<file path="src/rtl/multi_source_reg_pkg.sv">
// rtl/multi_source_reg_pkg.sv - shared encodings and helpers for multi_source_reg_bank
package multi_source_reg_pkg;

    localparam int MODE_A_PRIO = 0;
    localparam int MODE_B_PRIO = 1;
    localparam int MODE_ALT    = 2;

    // Saturating add with one guard bit so the sum cannot wrap before the limit compare
    function automatic logic [63:0] sat_add(
        input logic [63:0] cnt,
        input logic [63:0] inc,
        input int unsigned cnt_w
    );
        logic [64:0] sum;
        logic [64:0] lim;
        sum = {1'b0, cnt} + {1'b0, inc};
        lim = (65'd1 << cnt_w) - 65'd1;
        return (sum > lim) ? lim[63:0] : sum[63:0];
    endfunction

endpackage

</file>
<file path="src/rtl/msrb_channel.sv">
// rtl/msrb_channel.sv - one arbitrated register channel with turn bit, sticky flag and update pulse
module msrb_channel
    import multi_source_reg_pkg::*;
#(
    parameter int               WIDTH   = 8,
    parameter logic [WIDTH-1:0] RST_VAL = '0,
    parameter logic [WIDTH-1:0] SET_VAL = '1,
    parameter int               MODE    = MODE_A_PRIO
) (
    input  logic             clk,
    input  logic             rst,
    input  logic             wr_a,
    input  logic [WIDTH-1:0] da,
    input  logic             wr_b,
    input  logic [WIDTH-1:0] db,
    input  logic             clr,
    input  logic             set,
    input  logic             coll_clr,
    output logic [WIDTH-1:0] q,
    output logic             q_upd,
    output logic             coll_sticky,
    output logic             coll
);

    logic turn;
    logic b_wins;

    assign coll   = wr_a & wr_b;
    // turn = 0 means source A owns the next collision in alternating mode
    assign b_wins = (MODE == MODE_B_PRIO) ? 1'b1 :
                    (MODE == MODE_ALT)    ? turn : 1'b0;

    // Single driver for all channel state: clr > set > write > hold
    always_ff @(posedge clk or posedge rst) begin
        if (rst) begin
            q           <= RST_VAL;
            q_upd       <= 1'b0;
            coll_sticky <= 1'b0;
            turn        <= 1'b0;
        end else begin
            q_upd <= clr | set | wr_a | wr_b;

            if (clr)
                q <= '0;
            else if (set)
                q <= SET_VAL;
            else if (coll)
                q <= b_wins ? db : da;
            else if (wr_a)
                q <= da;
            else if (wr_b)
                q <= db;

            // The turn advances on every collision, even when clr/set mask the write
            if (coll)
                turn <= ~turn;

            // A fresh collision beats a simultaneous clear of the flag
            if (coll)
                coll_sticky <= 1'b1;
            else if (coll_clr)
                coll_sticky <= 1'b0;
        end
    end

endmodule

</file>
<file path="src/rtl/multi_source_reg_bank.sv">
// rtl/multi_source_reg_bank.sv - bank of arbitrated registers with collision tracking
module multi_source_reg_bank
    import multi_source_reg_pkg::*;
#(
    parameter int               WIDTH   = 8,
    parameter int               NCH     = 4,
    parameter logic [WIDTH-1:0] RST_VAL = '0,
    parameter logic [WIDTH-1:0] SET_VAL = '1,
    parameter int               MODE    = MODE_A_PRIO,
    parameter int               CNT_W   = 8
) (
    input  logic                 clk,
    input  logic                 rst,
    input  logic [NCH-1:0]       wr_a,
    input  logic [NCH*WIDTH-1:0] da,
    input  logic [NCH-1:0]       wr_b,
    input  logic [NCH*WIDTH-1:0] db,
    input  logic [NCH-1:0]       clr,
    input  logic [NCH-1:0]       set,
    input  logic                 coll_clr,
    output logic [NCH*WIDTH-1:0] q,
    output logic [NCH-1:0]       q_upd,
    output logic [NCH-1:0]       coll_sticky,
    output logic [CNT_W-1:0]     coll_cnt
);

    localparam int PC_W = $clog2(NCH + 1);

    logic [NCH-1:0]   coll;
    logic [PC_W-1:0]  pc;
    logic [CNT_W-1:0] cnt_base;
    logic [CNT_W-1:0] cnt_next;

    for (genvar i = 0; i < NCH; i++) begin : g_ch
        msrb_channel #(
            .WIDTH   (WIDTH),
            .RST_VAL (RST_VAL),
            .SET_VAL (SET_VAL),
            .MODE    (MODE)
        ) u_ch (
            .clk         (clk),
            .rst         (rst),
            .wr_a        (wr_a[i]),
            .da          (da[i*WIDTH +: WIDTH]),
            .wr_b        (wr_b[i]),
            .db          (db[i*WIDTH +: WIDTH]),
            .clr         (clr[i]),
            .set         (set[i]),
            .coll_clr    (coll_clr),
            .q           (q[i*WIDTH +: WIDTH]),
            .q_upd       (q_upd[i]),
            .coll_sticky (coll_sticky[i]),
            .coll        (coll[i])
        );
    end

    // Number of channels colliding this cycle
    always_comb begin
        pc = '0;
        for (int i = 0; i < NCH; i++)
            pc = pc + PC_W'(coll[i]);
    end

    // coll_clr restarts from zero but still counts this cycle's collisions
    assign cnt_base = coll_clr ? '0 : coll_cnt;
    assign cnt_next = CNT_W'(sat_add(64'(cnt_base), 64'(pc), CNT_W));

    // Global saturating collision counter
    always_ff @(posedge clk or posedge rst) begin
        if (rst)
            coll_cnt <= '0;
        else
            coll_cnt <= cnt_next;
    end

endmodule

</file>
<file path="config.mk">
export PLATFORM = sky130hd
export DESIGN_NAME = multi_source_reg_bank
export DESIGN_NICKNAME = d
export VERILOG_FILES = /design/src/rtl/multi_source_reg_pkg.sv /design/src/rtl/msrb_channel.sv /design/src/rtl/multi_source_reg_bank.sv
export SDC_FILE = /design/constraint.sdc
export NUM_CORES = 1
export LEC_CHECK = 0
export BUFFER_PORTS_ARGS = -buffer_cell sky130_fd_sc_hd__buf_4
export CAP_MARGIN = 20
export CORE_MARGIN = 2
export CORE_UTILIZATION = 40
export CTS_CLUSTER_DIAMETER = 60
export DETAILED_ROUTE_END_ITERATION = 8
export GPL_TIMING_DRIVEN = 0
export PLACE_DENSITY = 0.71
export SYNTH_ARGS = -nofsm -noshare
export SYNTH_HDL_FRONTEND = slang
export SYNTH_SLANG_ARGS = --single-unit
</file>
<file path="constraint.sdc">
create_clock -name clk -period 2.77 [get_ports clk]
set_input_delay 0.4155 -clock clk [delete_from_list [all_inputs] [get_ports clk]]
set_output_delay 0.4155 -clock clk [all_outputs]
set_load 0.005 [all_outputs]
</file>
==> reports/results.tsv <==
metric	value	unit
Hold Slack	0.129	ns
post-synthesis register bit count	48	
Arr. time, crit path	2.79	ns
drt pass-1 iters	4	
Layout area overhead	42.3	%
crit-path max FO	10	
pin count of the biggest net entering global routing	29	
worst setup margin	0.197	ns
final hold violations	0	
layout cells sized above 1	41.8	%
Setup crit end kind	flip-flop	
vias in the first global route	2355	
Setup TNS	0	ns
max-slew violation count	0	
Initial Util	41.4	%
Pwr Total	1.66	mW
Die Area	7270	um2
Clock Pin Slew Worst Setup and Hold Paths	0.09	ns
synth warn	0	
sequential element share of the synthesized area	45.5	%
Tightest Pin Transition	0.542	ns
Routed WL per cell	13.6	um
wire length of the first global-routing pass	10.7	mm
# rows	29	
post-synthesis mux area share	0	%
Post-Synth XOR/XNOR Area	0.663	%
Setup Crit Path Kind	in -> reg	
GRT Total Usage	17.9	%
Cells after Synth	264	
fin cells	467	
Chip Width	85.3	um
library cells used by synthesis	27	
Post-Synth Simple-Gate Area	19.4	%
most frequent cells in the layout	buf_4, dfrtp_1, nand2_1	
Critical Path RT	2.98	ns
Worst VDD drop	0.000200	V
Adder-Cell Fraction of Synth Area	2.75	%
Yosys top cell by area	dfrtp_1	
drt drc	0	
CTS tree	built	
Post-DRT Antenna Nets	0	
slowest CP cell	fa_1	
via count	2375	
status	completed	
IO buf count	118	
Tcrit/Tclk final	92.9	%
cell mode on critical path	fa_2	
Placed Area	3660	um2
total gr overflow	0	
commonest non-fill, non-tap cell in the layout	buf_4	
share of the synthesized area in the top cell type	45.5	%
fin crit period	2.57	ns
DR iter-0 viols	52	
Synth area leaders	dfrtp_1, a211oi_1, o31ai_1	
HPWL Detailed	4.92	mm
Post-Syn Area	2640	um2
MaxCap Viol Count	0	
crit-path cells	buf_4 -> clkbuf_2 -> inv_1 -> nand2_1 -> fa_1 -> fa_2 -> fa_2 -> nand2b_1 -> nor3_2 -> nand3_2 -> o21ai_0	
Clk Latency, worst-skew pair	0.30	ns
gp weighted congestion	0.795	
HP Class	in -> async	
CP Launch Type	primary input	
Final setup viols	0	
max incr delay on CP	0.46	ns
mean area per synthesized cell	10.0	um2
Final nets	476	
CTS Root Cell	clkbuf_8	
max_slew headroom	63.6	%
CTS Buffer Depth	2	
H-tree depth	2	
via/cell ratio	5.09	
Compound-Gate Fraction of Synth Area	21.3	%
clock sinks	48	
initial antenna violation count	0	
CTS Hold Bufs	0	
final wirelength	6.34	mm
antenna cells	0	
CORE AREA	6390	um2
TritonCTS buffer count	5	
RSZ-0062 raised after global routing	no	
die height	85.3	um
Power Density	442	nW/um2
main combinational cell family by area after synthesis	compound AO/OA/AOI/OAI gates	
dpl cells	460	
static leakage	1.70	nW
Setup Skew	0.0101	ns
IO Pins	131	
fin util	58.9	%
pre-CTS setup slack	-0.372	ns
net count after synthesis	351	
fmax	389	MHz
final design area excluding fillers	3760	um2
-- final timing paths --
check | slack, ns | start | to | depth (start not counted)
max | 0.20 | coll_clr | coll_cnt[5] | 11
min | 0.13 | rst | g_ch[3].u_ch.q[3] | 2
max reg2reg | 0.34 | coll_cnt[0] | coll_cnt[5] | 8
min reg2reg | 0.48 | g_ch[1].u_ch.q[0] | g_ch[1].u_ch.q[0] | 2
max in group asynchronous | 2.13 | rst | coll_cnt[3] | 3
min in group clk | 0.34 | clr[1] | g_ch[1].u_ch.q[0] | 2
-- routing by layer --
| layer | vias to the layer above | share of wire (%) | track usage (%) |
|---|---|---|---|
| met5 | - | 0 | 0 |
| met4 | 0 | 1.3 | 5.19 |
| met3 | 9 | 8.3 | 4.67 |
| met2 | 91 | 48 | 30.4 |
| met1 | 1107 | 42 | 22.5 |
| li1 | 1168 | - | - |
-- repair_timing --
item                       in CTS  in global routing
setup buffers                   0                  0
setup endpoints to repair       3                  5
gates resized for setup         1                  4
pin swaps                       0                  1
-- flip-flops by register name, summed over array words and instances (netlist names) --
signal	cells
coll_cnt	8
g_ch.u_ch.coll_sticky	4
g_ch.u_ch.q	32
g_ch.u_ch.q_upd	4
-- critical path: cells and delay by family --
family / cells / cell delay, ns
adders and majority gates: 3 / 1.22
and+or+nand+nor: 4 / 0.64
buffers and inverters: 3 / 0.42
AOI/OAI and AO/OA: 1 / 0.10
-- power breakdown --
group          total (mW)  switching [mW]  internal (mW)
Sequential          0.808          0.0429          0.765
Combinational       0.419           0.174          0.245
Clock               0.434           0.235          0.200
-- synth_stat cells (all sizes together) --
| cell type | instances |
|---|---|
| a211oi | 33 |
| a21oi | 2 |
| and2b | 1 |
| and4b | 1 |
| buf | 27 |
| clkbuf | 2 |
| dfrtp | 48 |
| fa | 3 |
| ha | 1 |
| inv | 13 |
| nand2 | 44 |
| nand2b | 1 |
| nand3 | 2 |
| nor2 | 3 |
| nor2b | 33 |
| nor3 | 2 |
| nor4 | 4 |
| o2111ai | 1 |
| o21ai | 6 |
| o21bai | 1 |
| o311a | 1 |
| o31a | 1 |
| o31ai | 32 |
| xnor2 | 1 |
| xor2 | 1 |
-- logic make-up (layout without fill, tap and decap cells) --
| group | after synthesis | in the layout |
|---|---|---|
| AND/OR/NAND/NOR | 91 | 91 |
| flip-flops | 48 | 48 |
| adder cells (fa/ha/maj) | 4 | 4 |
| XOR/XNOR | 2 | 2 |
| AO/OA/AOI/OAI | 77 | 77 |
| buffers and inverters | 42 | 168 |
-- layout make-up --
| class | instances | area, um2 |
|---|---|---|
| Fill cell | 567 | 2630 |
| Multi-Input combinational cell | 174 | 1180 |
| Timing Repair Buffer | 119 | 906 |
| Tap cell | 77 | 96.3 |
| Sequential cell | 48 | 1200 |
| Clock inverter | 2 | 10.0 |
| Inverter | 13 | 48.8 |
| Buffer | 28 | 234 |
| Clock buffer | 6 | 82.6 |
Power figures use the tool's default switching activity.
